$ cat src/rtl/ex_mem_stage_if.sv
// EX -> MEM pipeline bundle.
// EX side drives ex_*; the stage returns mem_* and backpressure.
interface ex_mem_stage_if;
    logic        ex_valid;
    logic [31:0] ex_pc;
    logic [31:0] alu_out;
    logic        alu_zero;
    logic        alu_overflow;
    logic        alu_less;
    logic [4:0]  ex_rd;
    logic        ex_reg_write;
    logic        ex_mem_read;
    logic        ex_mem_write;
    logic [31:0] ex_store_data;
    logic        stall_in;
    logic        flush_in;
    logic        ex_stall_out;
    logic        mem_valid;
    logic [31:0] mem_alu_out;
    logic        mem_zero;
    logic        mem_less;
    logic [4:0]  mem_rd;
    logic        mem_reg_write;
    logic        mem_mem_read;
    logic        mem_mem_write;
    logic [31:0] mem_store_data;
    logic [31:0] mem_pc;

    modport master (
        output ex_valid, ex_pc, alu_out, alu_zero,
        output alu_overflow, alu_less, ex_rd,
        output ex_reg_write, ex_mem_read, ex_mem_write,
        output ex_store_data, stall_in, flush_in,
        input  ex_stall_out, mem_valid, mem_alu_out,
        input  mem_zero, mem_less, mem_rd,
        input  mem_reg_write, mem_mem_read,
        input  mem_mem_write, mem_store_data, mem_pc
    );

    modport slave (
        input  ex_valid, ex_pc, alu_out, alu_zero,
        input  alu_overflow, alu_less, ex_rd,
        input  ex_reg_write, ex_mem_read, ex_mem_write,
        input  ex_store_data, stall_in, flush_in,
        output ex_stall_out, mem_valid, mem_alu_out,
        output mem_zero, mem_less, mem_rd,
        output mem_reg_write, mem_mem_read,
        output mem_mem_write, mem_store_data, mem_pc
    );
endinterface

$ cat src/rtl/ex_mem_stage.sv
// EX/MEM pipeline register with overflow trap.
// Counts retired instructions entering MEM.
module ex_mem_stage #(
    parameter int CNT_W = 32
) (
    input  logic             clk,
    input  logic             rst,
    ex_mem_stage_if.slave    bus,
    input  logic             exc_ack,
    output logic             exc_valid,
    output logic [31:0]      exc_pc,
    output logic [CNT_W-1:0] retired
);
    typedef enum logic {RUN, TRAP} state_t;

    state_t state;
    logic   take;

    // EX/ID must freeze in the same cycle MEM does.
    assign bus.ex_stall_out = bus.stall_in;

    // Instruction eligible to enter MEM (or to trap).
    assign take = (state == RUN) && !bus.flush_in
               && bus.ex_valid;

    // Pipeline registers, trap state and retire counter.
    always_ff @(posedge clk or posedge rst) begin
        if (rst) begin
            state              <= RUN;
            bus.mem_valid      <= 1'b0;
            bus.mem_reg_write  <= 1'b0;
            bus.mem_mem_read   <= 1'b0;
            bus.mem_mem_write  <= 1'b0;
            bus.mem_alu_out    <= '0;
            bus.mem_zero       <= 1'b0;
            bus.mem_less       <= 1'b0;
            bus.mem_rd         <= '0;
            bus.mem_store_data <= '0;
            bus.mem_pc         <= '0;
            exc_valid          <= 1'b0;
            exc_pc             <= '0;
            retired            <= '0;
        end else begin
            // Ack is honoured even while stalled.
            if (state == TRAP && exc_ack) begin
                exc_valid <= 1'b0;
                state     <= RUN;
            end
            if (!bus.stall_in) begin
                bus.mem_valid     <= 1'b0;
                bus.mem_reg_write <= 1'b0;
                bus.mem_mem_read  <= 1'b0;
                bus.mem_mem_write <= 1'b0;
                if (take && bus.alu_overflow) begin
                    exc_valid <= 1'b1;
                    exc_pc    <= bus.ex_pc;
                    state     <= TRAP;
                end else if (take) begin
                    bus.mem_valid      <= 1'b1;
                    bus.mem_reg_write  <= bus.ex_reg_write;
                    bus.mem_mem_read   <= bus.ex_mem_read;
                    bus.mem_mem_write  <= bus.ex_mem_write;
                    bus.mem_alu_out    <= bus.alu_out;
                    bus.mem_zero       <= bus.alu_zero;
                    bus.mem_less       <= bus.alu_less;
                    bus.mem_rd         <= bus.ex_rd;
                    bus.mem_store_data <= bus.ex_store_data;
                    bus.mem_pc         <= bus.ex_pc;
                    retired            <= retired + CNT_W'(1);
                end
            end
        end
    end
endmodule

$ cat src/flat_wrapper.sv
// flat-port wrapper written by rule: the top's interface ports become plain ports
module ex_mem_stage_flat 
#(
    parameter int CNT_W = 32
)
  (clk, rst, exc_ack, exc_valid, exc_pc, retired, bus_ex_valid, bus_ex_pc, bus_alu_out, bus_alu_zero, bus_alu_overflow, bus_alu_less, bus_ex_rd, bus_ex_reg_write, bus_ex_mem_read, bus_ex_mem_write, bus_ex_store_data, bus_stall_in, bus_flush_in, bus_ex_stall_out, bus_mem_valid, bus_mem_alu_out, bus_mem_zero, bus_mem_less, bus_mem_rd, bus_mem_reg_write, bus_mem_mem_read, bus_mem_mem_write, bus_mem_store_data, bus_mem_pc);
  ex_mem_stage_if bus_i ();
  input  logic clk;
  input  logic rst;
  input  logic exc_ack;
  output logic exc_valid;
  output logic [31:0] exc_pc;
  output logic [CNT_W-1:0] retired;
  input wire logic [$bits(bus_i.ex_valid)-1:0] bus_ex_valid;
  input wire logic [$bits(bus_i.ex_pc)-1:0] bus_ex_pc;
  input wire logic [$bits(bus_i.alu_out)-1:0] bus_alu_out;
  input wire logic [$bits(bus_i.alu_zero)-1:0] bus_alu_zero;
  input wire logic [$bits(bus_i.alu_overflow)-1:0] bus_alu_overflow;
  input wire logic [$bits(bus_i.alu_less)-1:0] bus_alu_less;
  input wire logic [$bits(bus_i.ex_rd)-1:0] bus_ex_rd;
  input wire logic [$bits(bus_i.ex_reg_write)-1:0] bus_ex_reg_write;
  input wire logic [$bits(bus_i.ex_mem_read)-1:0] bus_ex_mem_read;
  input wire logic [$bits(bus_i.ex_mem_write)-1:0] bus_ex_mem_write;
  input wire logic [$bits(bus_i.ex_store_data)-1:0] bus_ex_store_data;
  input wire logic [$bits(bus_i.stall_in)-1:0] bus_stall_in;
  input wire logic [$bits(bus_i.flush_in)-1:0] bus_flush_in;
  output wire logic [$bits(bus_i.ex_stall_out)-1:0] bus_ex_stall_out;
  output wire logic [$bits(bus_i.mem_valid)-1:0] bus_mem_valid;
  output wire logic [$bits(bus_i.mem_alu_out)-1:0] bus_mem_alu_out;
  output wire logic [$bits(bus_i.mem_zero)-1:0] bus_mem_zero;
  output wire logic [$bits(bus_i.mem_less)-1:0] bus_mem_less;
  output wire logic [$bits(bus_i.mem_rd)-1:0] bus_mem_rd;
  output wire logic [$bits(bus_i.mem_reg_write)-1:0] bus_mem_reg_write;
  output wire logic [$bits(bus_i.mem_mem_read)-1:0] bus_mem_mem_read;
  output wire logic [$bits(bus_i.mem_mem_write)-1:0] bus_mem_mem_write;
  output wire logic [$bits(bus_i.mem_store_data)-1:0] bus_mem_store_data;
  output wire logic [$bits(bus_i.mem_pc)-1:0] bus_mem_pc;
  assign bus_i.ex_valid = bus_ex_valid;
  assign bus_i.ex_pc = bus_ex_pc;
  assign bus_i.alu_out = bus_alu_out;
  assign bus_i.alu_zero = bus_alu_zero;
  assign bus_i.alu_overflow = bus_alu_overflow;
  assign bus_i.alu_less = bus_alu_less;
  assign bus_i.ex_rd = bus_ex_rd;
  assign bus_i.ex_reg_write = bus_ex_reg_write;
  assign bus_i.ex_mem_read = bus_ex_mem_read;
  assign bus_i.ex_mem_write = bus_ex_mem_write;
  assign bus_i.ex_store_data = bus_ex_store_data;
  assign bus_i.stall_in = bus_stall_in;
  assign bus_i.flush_in = bus_flush_in;
  assign bus_ex_stall_out = bus_i.ex_stall_out;
  assign bus_mem_valid = bus_i.mem_valid;
  assign bus_mem_alu_out = bus_i.mem_alu_out;
  assign bus_mem_zero = bus_i.mem_zero;
  assign bus_mem_less = bus_i.mem_less;
  assign bus_mem_rd = bus_i.mem_rd;
  assign bus_mem_reg_write = bus_i.mem_reg_write;
  assign bus_mem_mem_read = bus_i.mem_mem_read;
  assign bus_mem_mem_write = bus_i.mem_mem_write;
  assign bus_mem_store_data = bus_i.mem_store_data;
  assign bus_mem_pc = bus_i.mem_pc;
  ex_mem_stage #(.CNT_W(CNT_W)) u_core (.clk(clk), .rst(rst), .bus(bus_i), .exc_ack(exc_ack), .exc_valid(exc_valid), .exc_pc(exc_pc), .retired(retired));
endmodule
$ cat config.mk
export PLATFORM = sky130hd
export DESIGN_NAME = ex_mem_stage_flat
export DESIGN_NICKNAME = d
export VERILOG_FILES = /design/src/rtl/ex_mem_stage_if.sv /design/src/rtl/ex_mem_stage.sv /design/src/flat_wrapper.sv
export SDC_FILE = /design/constraint.sdc
export NUM_CORES = 1
export LEC_CHECK = 0
export BUFFER_PORTS_ARGS = -buffer_cell sky130_fd_sc_hd__buf_4
export CORE_ASPECT_RATIO = 1.2
export CORE_MARGIN = 3
export CORE_UTILIZATION = 38
export DETAILED_ROUTE_END_ITERATION = 16
export MAX_ROUTING_LAYER = met4
export PLACE_DENSITY = 0.78
export SYNTH_ARGS = -nofsm -noshare
export SYNTH_HDL_FRONTEND = slang
export SYNTH_SLANG_ARGS = --single-unit
export TNS_END_PERCENT = 20
$ cat constraint.sdc
create_clock -name clk -period 7.4 [get_ports clk]
set_input_delay 0.74 -clock clk [delete_from_list [all_inputs] [get_ports clk]]
set_output_delay 0.74 -clock clk [all_outputs]
set_load 0.01 [all_outputs]
==> results_dict.tcl <==
set metrics [dict create \
    status "finished, final reports clean" \
    cp_max_fo 70 \
    p_total_w 0.002893 \
    synth_area_leader_cell "dfrtp_1" \
    ys_async_sr_fraction_pct 100.0 \
    cts_buffers 17 \
    synth_xor_area_share_pct 4.025 \
    setup_viol 0 \
    r2r-start "u_core.state" \
    die_y_um 151.9 \
    nets 841 \
    synthCells 436 \
    grt_usage_pct 17.98 \
    grt_overflow 0 \
    power_density_nw_per_um2 298.1 \
    hp-class "input pin to asynchronous set/reset pin" \
    synthAdderAreaFrac_pct 0.1855 \
    drt_iter0_markers 200 \
    cts_root_buf "clkbuf_16" \
    vdd_ir_drop_max_mv 0.1707 \
    path_class "input pin to flip-flop" \
    fillers 1367 \
    wl_per_cell_um 17.92 \
    drive_above_1_share_pct 62.52 \
    clk_path_buf_depth 2 \
    yosysWarnings 0 \
    max_freq_mhz 293.0 \
    synth.area.top_cells "dfrtp_1 64%, mux2_2 23%, xnor2_1 3.0%" \
    cts_resized 0 \
    total_leakage_power_nw 4.649 \
    synth_enable_flop_cells 0 \
    clk-insertion-delay-late_ns 0.42 \
    ys_ff_latch 173 \
    gp_congestion 0.7986 \
    syn_to_final_growth_pct 43.83 \
    first_global_vias 5165 \
    worstPathRequired_ns 7.70 \
    synth_simple_gate_area_share_pct 6.604 \
    synth.mux.area_fraction_pct 22.70 \
    post_cts_buffers 0 \
    vias 4751 \
    final_antenna_net_count 0 \
    cts_tree "built" \
    portBuffers 285 \
    cap_violations 0 \
    core_area_um2 17110 \
    initial_core_util_pct 39.42 \
    routed_wl_um 17110 \
    maxSlewViolCount 0 \
    synth_top_area_share_pct 64.18 \
    drtPass1Iterations 4 \
    synth_compound_area_share_pct 0.5750 \
    htreeDepth 4 \
    setup_tns_ns 0 \
    syn_nets 550 \
    synth_seq_area_share_pct 64.18 \
    rows 52 \
    vias_per_cell 4.975 \
    clock_sinks 173 \
    final.min_clock_period_ns 3.412 \
    rsz0062_at_grt "false" \
    drc_errors 0 \
    synth_top_family_by_area "multiplexers" \
    min_period_over_period_pct 46.11 \
    ioPinCount 286 \
    ys_types 29 \
    synthesis.area_um2 6745 \
    worstSetupEndpointType "flip-flop" \
    avgSynthCellArea_um2 15.47 \
    ctsHoldBuffers 0 \
    dieArea_um2 19390 \
    antenna_found_initial 0 \
    ys.flop_type "dfrtp_1" \
    critical_path.startpoint "bus_flush_in" \
    clkTransAtPathRegs_ns 0.07 \
    clock_skew_ns 0.009657 \
    dp_hpwl_um 12560 \
    hold_viol 0 \
    slew_headroom_pct 19.97 \
    start_kind "input pin" \
    grt_pass1_wl_um 27050 \
    timing_worst_slew_pin_value_ns 1.198 \
    num_antenna_cells 0 \
    arrival_ns 3.71 \
    grt_start_max_net_pins 89 \
    die-width_um 127.6 \
]
-- sequential cells by signal (all words and copies together) (netlist names) --
register	count
u_core.bus.mem_pc	32
u_core.state	1
u_core.exc_pc	32
u_core.retired	32
u_core.bus.mem_reg_write	1
u_core.exc_valid	1
u_core.bus.mem_alu_out	32
u_core.bus.mem_valid	1
u_core.bus.mem_less	1
u_core.bus.mem_mem_read	1
u_core.bus.mem_rd	5
u_core.bus.mem_store_data	32
u_core.bus.mem_zero	1
u_core.bus.mem_mem_write	1
-- kinds of logic after synthesis --
logic type,Yosys count
adders and majority gates,1
DFF,173
buffers and inverters,20
and+or+nand+nor,70
AOI/OAI and AO/OA,5
xor gates and xnor gates,31
muxes,136
-- cell type report --
class / instances / area [µm²] / share of cell area (%)
Clock buffer: 17 / 425.4 / 4.385
Clock inverter: 14 / 190.2 / 1.960
Inverter: 4 / 20.02 / 0.2063
Multi-Input combinational cell: 243 / 2305 / 23.76
Sequential cell: 173 / 4329 / 44.62
Tap cell: 216 / 270.3 / 2.786
Timing Repair Buffer: 288 / 2162 / 22.29
-- worst max-delay path: stages --
cell and delay, ns:
buf_4 0.11, or4b_4 0.61, nor2_4 0.92, buf_4 0.82
mux2_2 0.43
-- report_power, final --
part	internal, W	switching, W
clock	0.000564	0.000372
combinational	0.000413	0.000283
sequential	0.00114	0.000121
-- synthesized netlist by cell type (2+ instances only) --
master,n
xnor2_1,23
buf_2,3
nand3_1,13
mux2_2,136
clkbuf_1,3
a22o_1,3
nor4_4,3
nor2_1,2
dfrtp_1,173
nor3_1,3
and4_1,3
buf_4,10
inv_1,4
nand4_1,16
xor2_1,8
and3_1,2
nand2_1,16
nor4_1,4
-- cell usage in the layout, fill, tap and decap left out, types with 2 or more instances in the layout --
cell	n
clkinvlp_4	2
nand3_1	13
dfrtp_1	173
xnor2_1	23
and3_1	2
bufinv_16	4
inv_1	3
a22o_1	3
and4_1	3
nand2_1	16
inv_6	4
nor4_1	4
buf_4	288
nor4_4	3
mux2_2	136
xor2_1	8
nand4_1	16
clkbuf_16	17
clkinv_2	4
nor2_1	2
nor3_1	3
-- path summary, 6_finish.rpt --
check | slack, ns | end | cells past startpoint
worst max-delay path | 3.99 | u_core.bus.mem_pc[22] | 5
worst min-delay path | 0.45 | u_core.bus.mem_pc[10] | 2
worst max register to register | 4.01 | u_core.bus.mem_pc[22] | 4
worst min register to register | 0.48 | u_core.retired[31] | 1
max in group asynchronous | 5.31 | u_core.exc_pc[4] | 3
min in group clk | 0.48 | u_core.retired[31] | 1
-- through the flow --
| step | worst slack (ns) | cell area, µm² | hold WS (ns) | cells | util, % |
|---|---|---|---|---|---|
| 5_1_grt | 3.848 | 9702 | 0.5096 | 955 | 56.70 |
| 6_report | 3.988 | 9702 | 0.4540 | 955 | 56.70 |
| 4_1_cts | 3.957 | 9702 | 0.4819 | 955 | 56.70 |
| 3_5_place_dp | 3.496 | 9086 | 0.4688 | 924 | 53.10 |
| 3_3_place_gp | 3.616 | 9086 | 0.4650 | 924 | 53.10 |
| 2_1_floorplan | 1.972 | 6745 | 0.5076 | 436 | - |
-- layer usage --
layer	track usage, %	vias to the layer above	part of all wire [%]
li1	-	2133	-
met5	-	-	0
met1	20.11	2385	38
met4	7.583	0	3.1
met3	4.951	45	7.0
met2	30.14	188	52
Note: power is estimated with default switching activity, not from simulation.
